### config.mk
export PLATFORM = sky130hd
export DESIGN_NAME = bus_demux4_flat
export DESIGN_NICKNAME = d
export VERILOG_FILES = /design/src/rtl/bus_pkg.sv /design/src/rtl/bus_demux4_if.sv /design/src/rtl/bus_addr_decode.sv /design/src/rtl/bus_demux4.sv /design/src/flat_wrapper.sv
export SDC_FILE = /design/constraint.sdc
export NUM_CORES = 1
export LEC_CHECK = 0
export CAP_MARGIN = 20
export CORE_AREA = 2 2 122 124
export CTS_CLUSTER_SIZE = 30
export DETAILED_ROUTE_END_ITERATION = 10
export DIE_AREA = 0 0 124 126
export HOLD_SLACK_MARGIN = 0.15
export PLACE_DENSITY = 0.82
export SYNTH_ARGS = -nofsm -noshare
export SYNTH_HDL_FRONTEND = slang
export SYNTH_HIERARCHICAL = 1
export SYNTH_SLANG_ARGS = --single-unit
### constraint.sdc
create_clock -name clk -period 6.3 [get_ports clk]
set_input_delay 1.575 -clock clk [delete_from_list [all_inputs] [get_ports clk]]
set_output_delay 1.575 -clock clk [all_outputs]
set_load 0.01 [all_outputs]
### src/rtl/bus_pkg.sv
// Shared types for the four-target data-bus demultiplexer.
package bus_pkg;

    localparam int N_TARGETS  = 4;
    localparam int BUS_DATA_W = 32;

    typedef enum logic [1:0] {
        IDLE,
        ISSUE,
        WAIT,
        RESP
    } state_t;

    // Response returned to the initiator; rdata is zero whenever err is set.
    typedef struct packed {
        logic [BUS_DATA_W-1:0] rdata;
        logic                  err;
    } rsp_t;

endpackage

### src/rtl/bus_demux4_if.sv
// Initiator-side and target-side bus signals of the demultiplexer.
interface bus_demux4_if #(
    parameter int ADDR_W = 32,
    parameter int DATA_W = 32
);
    import bus_pkg::*;

    logic                          m_req_valid;
    logic                          m_req_ready;
    logic [ADDR_W-1:0]             m_addr;
    logic                          m_we;
    logic [DATA_W-1:0]             m_wdata;
    logic [DATA_W/8-1:0]           m_be;
    logic                          m_rsp_valid;
    logic                          m_rsp_ready;
    logic [DATA_W-1:0]             m_rsp_rdata;
    logic                          m_rsp_err;

    logic [N_TARGETS-1:0]          t_req_valid;
    logic [N_TARGETS-1:0]          t_req_ready;
    logic [ADDR_W-1:0]             t_addr;
    logic                          t_we;
    logic [DATA_W-1:0]             t_wdata;
    logic [DATA_W/8-1:0]           t_be;
    logic [N_TARGETS-1:0]          t_rsp_valid;
    logic [N_TARGETS*DATA_W-1:0]   t_rsp_rdata;

    // The demux itself: slave to the initiator, driver of the target side.
    modport slave (
        input  m_req_valid, m_addr, m_we, m_wdata, m_be, m_rsp_ready,
        input  t_req_ready, t_rsp_valid, t_rsp_rdata,
        output m_req_ready, m_rsp_valid, m_rsp_rdata, m_rsp_err,
        output t_req_valid, t_addr, t_we, t_wdata, t_be
    );

    modport master (
        output m_req_valid, m_addr, m_we, m_wdata, m_be, m_rsp_ready,
        output t_req_ready, t_rsp_valid, t_rsp_rdata,
        input  m_req_ready, m_rsp_valid, m_rsp_rdata, m_rsp_err,
        input  t_req_valid, t_addr, t_we, t_wdata, t_be
    );

endinterface

### src/rtl/bus_addr_decode.sv
// Combinational address-region decode; on overlapping regions the lowest
// target index wins.
module bus_addr_decode
    import bus_pkg::*;
#(
    parameter int                ADDR_W      = 32,
    parameter logic [ADDR_W-1:0] REGION_MASK = 32'hF000_0000,
    parameter logic [ADDR_W-1:0] BASE0       = 32'h0000_0000,
    parameter logic [ADDR_W-1:0] BASE1       = 32'h1000_0000,
    parameter logic [ADDR_W-1:0] BASE2       = 32'h2000_0000,
    parameter logic [ADDR_W-1:0] BASE3       = 32'h4000_0000
) (
    input  logic [ADDR_W-1:0] addr,
    output logic [1:0]        idx,
    output logic              hit
);

    logic [N_TARGETS-1:0] match;

    assign match[0] = ((addr & REGION_MASK) == BASE0);
    assign match[1] = ((addr & REGION_MASK) == BASE1);
    assign match[2] = ((addr & REGION_MASK) == BASE2);
    assign match[3] = ((addr & REGION_MASK) == BASE3);

    // Scanning downward leaves the lowest matching index in idx.
    always_comb begin
        hit = |match;
        idx = 2'd0;
        for (int n = N_TARGETS - 1; n >= 0; n--) begin
            if (match[n]) idx = 2'(n);
        end
    end

endmodule

### src/rtl/bus_demux4.sv
// Single-initiator to four-target bus demultiplexer with decode-error and
// response-timeout handling; one transaction outstanding at a time.
module bus_demux4
    import bus_pkg::*;
#(
    parameter int                ADDR_W      = 32,
    parameter int                DATA_W      = 32,
    parameter logic [ADDR_W-1:0] REGION_MASK = 32'hF000_0000,
    parameter logic [ADDR_W-1:0] BASE0       = 32'h0000_0000,
    parameter logic [ADDR_W-1:0] BASE1       = 32'h1000_0000,
    parameter logic [ADDR_W-1:0] BASE2       = 32'h2000_0000,
    parameter logic [ADDR_W-1:0] BASE3       = 32'h4000_0000,
    parameter int                TIMEOUT     = 16
) (
    input  logic          clk,
    input  logic          rst,
    bus_demux4_if.slave   bus
);

    localparam int CNT_W = $clog2(TIMEOUT + 1);

    state_t               state;
    state_t               state_nx;
    logic [1:0]           sel;
    logic [ADDR_W-1:0]    addr_q;
    logic                 we_q;
    logic [DATA_W-1:0]    wdata_q;
    logic [DATA_W/8-1:0]  be_q;
    rsp_t                 rsp_q;
    logic [CNT_W-1:0]     cnt;

    logic [1:0]           dec_idx;
    logic                 dec_hit;
    logic                 sel_ready;
    logic                 sel_rsp;
    logic [DATA_W-1:0]    sel_rdata;
    logic                 timeout_hit;

    logic                 req_ready_c;
    logic                 rsp_valid_c;
    logic [N_TARGETS-1:0] t_req_valid_c;

    bus_addr_decode #(
        .ADDR_W      (ADDR_W),
        .REGION_MASK (REGION_MASK),
        .BASE0       (BASE0),
        .BASE1       (BASE1),
        .BASE2       (BASE2),
        .BASE3       (BASE3)
    ) u_decode (
        .addr (bus.m_addr),
        .idx  (dec_idx),
        .hit  (dec_hit)
    );

    assign sel_ready   = bus.t_req_ready[sel];
    assign sel_rsp     = bus.t_rsp_valid[sel];
    assign sel_rdata   = bus.t_rsp_rdata[sel*DATA_W +: DATA_W];
    assign timeout_hit = (cnt == CNT_W'(TIMEOUT - 1));

    always_ff @(posedge clk or posedge rst) begin
        if (rst) state <= IDLE;
        else     state <= state_nx;
    end

    always_comb begin
        state_nx = state;
        case (state)
            IDLE:  if (bus.m_req_valid) state_nx = dec_hit ? ISSUE : RESP;
            ISSUE: if (sel_ready)       state_nx = sel_rsp ? RESP : WAIT;
            WAIT:  if (sel_rsp || timeout_hit) state_nx = RESP;
            RESP:  if (bus.m_rsp_ready) state_nx = IDLE;
            default: state_nx = IDLE;
        endcase
    end

    // The reset term keeps the initiator from handing over a request that
    // the asynchronously cleared state would otherwise appear to accept.
    always_comb begin
        req_ready_c   = (state == IDLE) && !rst;
        rsp_valid_c   = (state == RESP);
        t_req_valid_c = '0;
        if (state == ISSUE) t_req_valid_c[sel] = 1'b1;
    end

    always_ff @(posedge clk or posedge rst) begin
        if (rst) begin
            sel     <= '0;
            addr_q  <= '0;
            we_q    <= 1'b0;
            wdata_q <= '0;
            be_q    <= '0;
            rsp_q   <= '0;
            cnt     <= '0;
        end else begin
            case (state)
                IDLE: begin
                    if (bus.m_req_valid) begin
                        sel     <= dec_idx;
                        addr_q  <= bus.m_addr;
                        we_q    <= bus.m_we;
                        wdata_q <= bus.m_wdata;
                        be_q    <= bus.m_be;
                        if (!dec_hit) rsp_q <= '{rdata: '0, err: 1'b1};
                    end
                end
                ISSUE: begin
                    if (sel_ready) begin
                        if (sel_rsp) rsp_q <= '{rdata: sel_rdata, err: 1'b0};
                        else         cnt   <= '0;
                    end
                end
                WAIT: begin
                    if (sel_rsp)          rsp_q <= '{rdata: sel_rdata, err: 1'b0};
                    else if (timeout_hit) rsp_q <= '{rdata: '0, err: 1'b1};
                    else                  cnt   <= cnt + 1'b1;
                end
                default: ;
            endcase
        end
    end

    assign bus.m_req_ready = req_ready_c;
    assign bus.m_rsp_valid = rsp_valid_c;
    assign bus.m_rsp_rdata = rsp_q.rdata;
    assign bus.m_rsp_err   = rsp_q.err;
    assign bus.t_req_valid = t_req_valid_c;
    assign bus.t_addr      = addr_q;
    assign bus.t_we        = we_q;
    assign bus.t_wdata     = wdata_q;
    assign bus.t_be        = be_q;

endmodule

### src/flat_wrapper.sv
// flat-port wrapper written by rule: the top's interface ports become plain ports
module bus_demux4_flat import bus_pkg::*;
#(
    parameter int                ADDR_W      = 32,
    parameter int                DATA_W      = 32,
    parameter logic [ADDR_W-1:0] REGION_MASK = 32'hF000_0000,
    parameter logic [ADDR_W-1:0] BASE0       = 32'h0000_0000,
    parameter logic [ADDR_W-1:0] BASE1       = 32'h1000_0000,
    parameter logic [ADDR_W-1:0] BASE2       = 32'h2000_0000,
    parameter logic [ADDR_W-1:0] BASE3       = 32'h4000_0000,
    parameter int                TIMEOUT     = 16
)
  (clk, rst, bus_m_req_valid, bus_m_addr, bus_m_we, bus_m_wdata, bus_m_be, bus_m_rsp_ready, bus_t_req_ready, bus_t_rsp_valid, bus_t_rsp_rdata, bus_m_req_ready, bus_m_rsp_valid, bus_m_rsp_rdata, bus_m_rsp_err, bus_t_req_valid, bus_t_addr, bus_t_we, bus_t_wdata, bus_t_be);
  bus_demux4_if #(.ADDR_W(ADDR_W), .DATA_W(DATA_W)) bus_i ();
  input  logic clk;
  input  logic rst;
  input wire logic [$bits(bus_i.m_req_valid)-1:0] bus_m_req_valid;
  input wire logic [$bits(bus_i.m_addr)-1:0] bus_m_addr;
  input wire logic [$bits(bus_i.m_we)-1:0] bus_m_we;
  input wire logic [$bits(bus_i.m_wdata)-1:0] bus_m_wdata;
  input wire logic [$bits(bus_i.m_be)-1:0] bus_m_be;
  input wire logic [$bits(bus_i.m_rsp_ready)-1:0] bus_m_rsp_ready;
  input wire logic [$bits(bus_i.t_req_ready)-1:0] bus_t_req_ready;
  input wire logic [$bits(bus_i.t_rsp_valid)-1:0] bus_t_rsp_valid;
  input wire logic [$bits(bus_i.t_rsp_rdata)-1:0] bus_t_rsp_rdata;
  output wire logic [$bits(bus_i.m_req_ready)-1:0] bus_m_req_ready;
  output wire logic [$bits(bus_i.m_rsp_valid)-1:0] bus_m_rsp_valid;
  output wire logic [$bits(bus_i.m_rsp_rdata)-1:0] bus_m_rsp_rdata;
  output wire logic [$bits(bus_i.m_rsp_err)-1:0] bus_m_rsp_err;
  output wire logic [$bits(bus_i.t_req_valid)-1:0] bus_t_req_valid;
  output wire logic [$bits(bus_i.t_addr)-1:0] bus_t_addr;
  output wire logic [$bits(bus_i.t_we)-1:0] bus_t_we;
  output wire logic [$bits(bus_i.t_wdata)-1:0] bus_t_wdata;
  output wire logic [$bits(bus_i.t_be)-1:0] bus_t_be;
  assign bus_i.m_req_valid = bus_m_req_valid;
  assign bus_i.m_addr = bus_m_addr;
  assign bus_i.m_we = bus_m_we;
  assign bus_i.m_wdata = bus_m_wdata;
  assign bus_i.m_be = bus_m_be;
  assign bus_i.m_rsp_ready = bus_m_rsp_ready;
  assign bus_i.t_req_ready = bus_t_req_ready;
  assign bus_i.t_rsp_valid = bus_t_rsp_valid;
  assign bus_i.t_rsp_rdata = bus_t_rsp_rdata;
  assign bus_m_req_ready = bus_i.m_req_ready;
  assign bus_m_rsp_valid = bus_i.m_rsp_valid;
  assign bus_m_rsp_rdata = bus_i.m_rsp_rdata;
  assign bus_m_rsp_err = bus_i.m_rsp_err;
  assign bus_t_req_valid = bus_i.t_req_valid;
  assign bus_t_addr = bus_i.t_addr;
  assign bus_t_we = bus_i.t_we;
  assign bus_t_wdata = bus_i.t_wdata;
  assign bus_t_be = bus_i.t_be;
  bus_demux4 #(.ADDR_W(ADDR_W), .DATA_W(DATA_W), .REGION_MASK(REGION_MASK), .BASE0(BASE0), .BASE1(BASE1), .BASE2(BASE2), .BASE3(BASE3), .TIMEOUT(TIMEOUT)) u_core (.clk(clk), .rst(rst), .bus(bus_i));
endmodule
==> flow_metrics.py <==
metrics = {
    "run_status": {
        "outcome": "finished clean",
    },
    "placed_design": {
        "gp_congestion": 0.786,
        "dp_hpwl_um": 13100,
        "numPortBuffers": 316,
        "dp_slack_ns": 2.01,
    },
    "clock_network": {
        "cts.sinks": 111,
        "clk_latency_ns": 0.35,
        "cts.path.max_buffers": 2,
        "postCtsSetupBuffers": 0,
        "cts.repair.resized": 0,
        "cts.clk_slew.worst_paths_ns": 0.07,
        "hold_buffers": 0,
        "numCtsBuffers": 9,
        "root_buffer": "clkbuf_16",
        "h-tree-depth": 3,
        "cts_tree": "built",
    },
    "global_routing": {
        "antenna_found_initial": 0,
        "grt_pass1_vias": 4821,
        "grt_use_total_pct": 21.3,
        "grt_pass1_wl_um": 25200,
        "use_met1_pct": 22.8,
        "grt.busiest_layer": "met2",
        "grt_max_degree": 72,
        "grt_overflow": 0,
        "use_met3_pct": 6.11,
        "grtUsageMet2_pct": 38.9,
    },
    "logic_synthesis": {
        "synth_edf_count": 0,
        "avgSynthCellArea_um2": 14.9,
        "ys_warn_count": 6,
        "mappedNetlistArea_um2": 5550,
        "yosysSeqAreaShare_pct": 50.0,
        "syn-num-nets": 589,
        "postSynth.asyncResetShare_pct": 100,
        "ys_ff_latch": 111,
        "ys_types": 40,
        "synthCells": 373,
        "synth-main-ff-cell": "dfrtp_1",
    },
    "routing": {
        "wl_per_cell_um": 19.4,
        "drt-pass1-iter-count": 4,
        "ant_nets": 0,
        "vias": 4416,
        "drc_errors": 0,
        "drtIter0Drc": 111,
        "viasPerCell": 5.09,
        "routed_wl_um": 16800,
    },
    "sta": {
        "finClkSkew_ns": 0.00761,
        "period_minus_slack_ns": 4.30,
        "min_period_over_period_pct": 68.2,
        "fin_tns_setup_ns": 0,
        "worst_pin_slew_ns": 0.978,
        "hold_viol": 0,
        "setup_slack_ns": 2.00,
        "fmax_mhz": 233,
        "whs_ns": 0.487,
        "rsz0062_at_grt": "no",
        "setup_viol": 0,
        "slew_viol_final": 0,
        "relSlewSlack_pct": 34.8,
    },
    "power": {
        "peakVddDrop_uv": 272,
        "pwr-share-seq_pct": 32.6,
        "p_leak_uw": 0.00384,
        "p_int_uw": 2440,
        "power-per-cell-area_nw_per_um2": 403,
        "swShare_pct": 33.7,
        "power_frac_clock_pct": 14.5,
        "power.net_switching_uw": 1240,
        "p_comb_share_pct": 52.9,
    },
    "setup_path": {
        "cp_data_arrival_time_ns": 2.72,
        "cp_common_cell": "clkdlybuf4s50_1",
        "criticalPathCategory": "in -> out",
        "start_kind": "input pin",
        "critPathRequiredTime_ns": 4.72,
        "path_cells": "clkdlybuf4s50_1, nor2b_1, clkdlybuf4s50_1",
        "slowest_stage": "clkdlybuf4s50_1",
        "slowest_delay_ns": 0.54,
        "cp-end-kind": "output pin",
        "worstPathMaxFanout": 2,
    },
    "floorplan": {
        "die-area_um2": 15600,
        "io-pin-count": 317,
        "die-width_um": 124,
        "design.core.area_um2": 14300,
        "start_util_pct": 38.8,
        "num_rows": 44,
        "die-height_um": 126,
    },
    "finish": {
        "syn2layout_area_growth_pct": 64.4,
        "drive_above_1_share_pct": 23.4,
        "diodes": 0,
        "layout.nets": 894,
    },
    "flow_run": {
        "max_cap_violations": 0,
    },
    "min_path": {
        "hold_class": "reg -> reg",
    },
}
[power by group through the flow]
stage          Combinational [uW]  Clock (uW)  Sequential [uW]
6_report                     1950         535             1200
5_1_grt                      2080         579             1240
4_1_cts                      1970         552             1200
3_5_place_dp                 1960           0             1220
3_3_place_gp                 1920           0             1190
2_1_floorplan                1010           0             1270
[registers in the layout, summed over array words and instances, names as in the netlist]
name / count
u_core/bus.m_rsp_err: 1
u_core/bus.m_rsp_rdata: 32
u_core/bus.t_addr: 32
u_core/bus.t_be: 4
u_core/bus.t_wdata: 32
u_core/bus.t_we: 1
u_core/cnt: 5
u_core/sel: 2
u_core/state: 2
[synth_stat cells (3+ instances only)]
| cell type | instances | area, um^2 |
|---|---|---|
| and3_1 | 34 | 213 |
| mux2_1 | 5 | 56.3 |
| ha_1 | 7 | 87.6 |
| nand2_1 | 6 | 22.5 |
| o21ai_0 | 3 | 15.0 |
| buf_2 | 4 | 20.0 |
| nor3_1 | 4 | 20.0 |
| clkbuf_1 | 14 | 52.6 |
| dfrtp_1 | 111 | 2780 |
| inv_1 | 6 | 22.5 |
| buf_6 | 3 | 33.8 |
| nor2b_1 | 7 | 43.8 |
| mux2i_1 | 6 | 60.1 |
| mux2_4 | 8 | 120 |
| buf_1 | 4 | 15.0 |
| mux4_2 | 33 | 743 |
| mux2_2 | 92 | 1040 |
[final timing paths]
check | cells after the start | end | slack [ns] | startpoint
worst min register to register | 1 | u_core/bus.m_rsp_rdata[18]$_DFFE_PP0P_ | 0.49 | u_core/bus.m_rsp_rdata[18]$_DFFE_PP0P_
worst min-delay path | 1 | u_core/bus.m_rsp_rdata[18]$_DFFE_PP0P_ | 0.49 | u_core/bus.m_rsp_rdata[18]$_DFFE_PP0P_
worst max register to register | 6 | u_core/bus.m_rsp_rdata[22]$_DFFE_PP0P_ | 3.19 | u_core/sel[0]$_DFFE_PP0P_
worst max-delay path | 3 | bus_m_req_ready | 2.00 | rst
max in group asynchronous | 3 | u_core/sel[1]$_DFFE_PP0P_ | 3.29 | rst
min in group asynchronous | 2 | u_core/bus.t_be[0]$_DFFE_PP0P_ | 1.77 | rst
[placed cells by master, fill, tap and decap left out, types with 3 or more instances in the layout]
cell type / count
nand2_1: 5
dfrtp_1: 109
clkbuf_16: 9
mux2_1: 5
buf_4: 4
clkdlybuf4s50_1: 316
mux4_2: 33
o21ai_0: 3
nor2b_1: 7
and3_1: 34
nor3_1: 4
mux2i_1: 6
inv_1: 5
mux2_2: 92
ha_1: 7
mux2_4: 8
[stage by stage]
stage / total power, uW / utilization [%] / cell area, um^2 / instances
CTS: 3730 / 63.8 / 9130 / 867
detailed placement: 3180 / 61.9 / 8850 / 851
global route: 3890 / 63.8 / 9130 / 867
global placement: 3110 / 61.9 / 8850 / 851
floorplan: 2280 / - / 5550 / 373
finish: 3680 / 63.8 / 9130 / 867
[logic make-up (layout without fill, tap and decap cells)]
kind of cell,Yosys count,after routing,synth area share [%]
xor gates and xnor gates,2,2,0.316
adders and majority gates,8,8,1.78
AOI/OAI and AO/OA,14,14,1.78
DFF,111,111,50.0
muxes,144,144,36.3
buffers and inverters,32,342,2.73
and+or+nand+nor,62,62,7.05
[final cells by class]
cell class / instances / area [um^2]
Sequential cell: 111 / 2780
Fill cell: 1101 / 5190
Tap cell: 184 / 230
Multi-Input combinational cell: 230 / 2630
Clock inverter: 6 / 45.0
Inverter: 6 / 25.0
Timing Repair Buffer: 320 / 3190
Clock buffer: 10 / 229
[worst max-delay path: cells and delay by family]
kind                   cells  cell delay, ns
and+or+nand+nor            1            0.14
buffers and inverters      2            1.00
[routing by layer]
metal,share of wire (%),vias up
met5,0,-
met4,2.6,0
met3,9.9,36
li1,-,1995
met1,35,2164
met2,53,221
No activity file was read; power rests on OpenSTA's default activity.
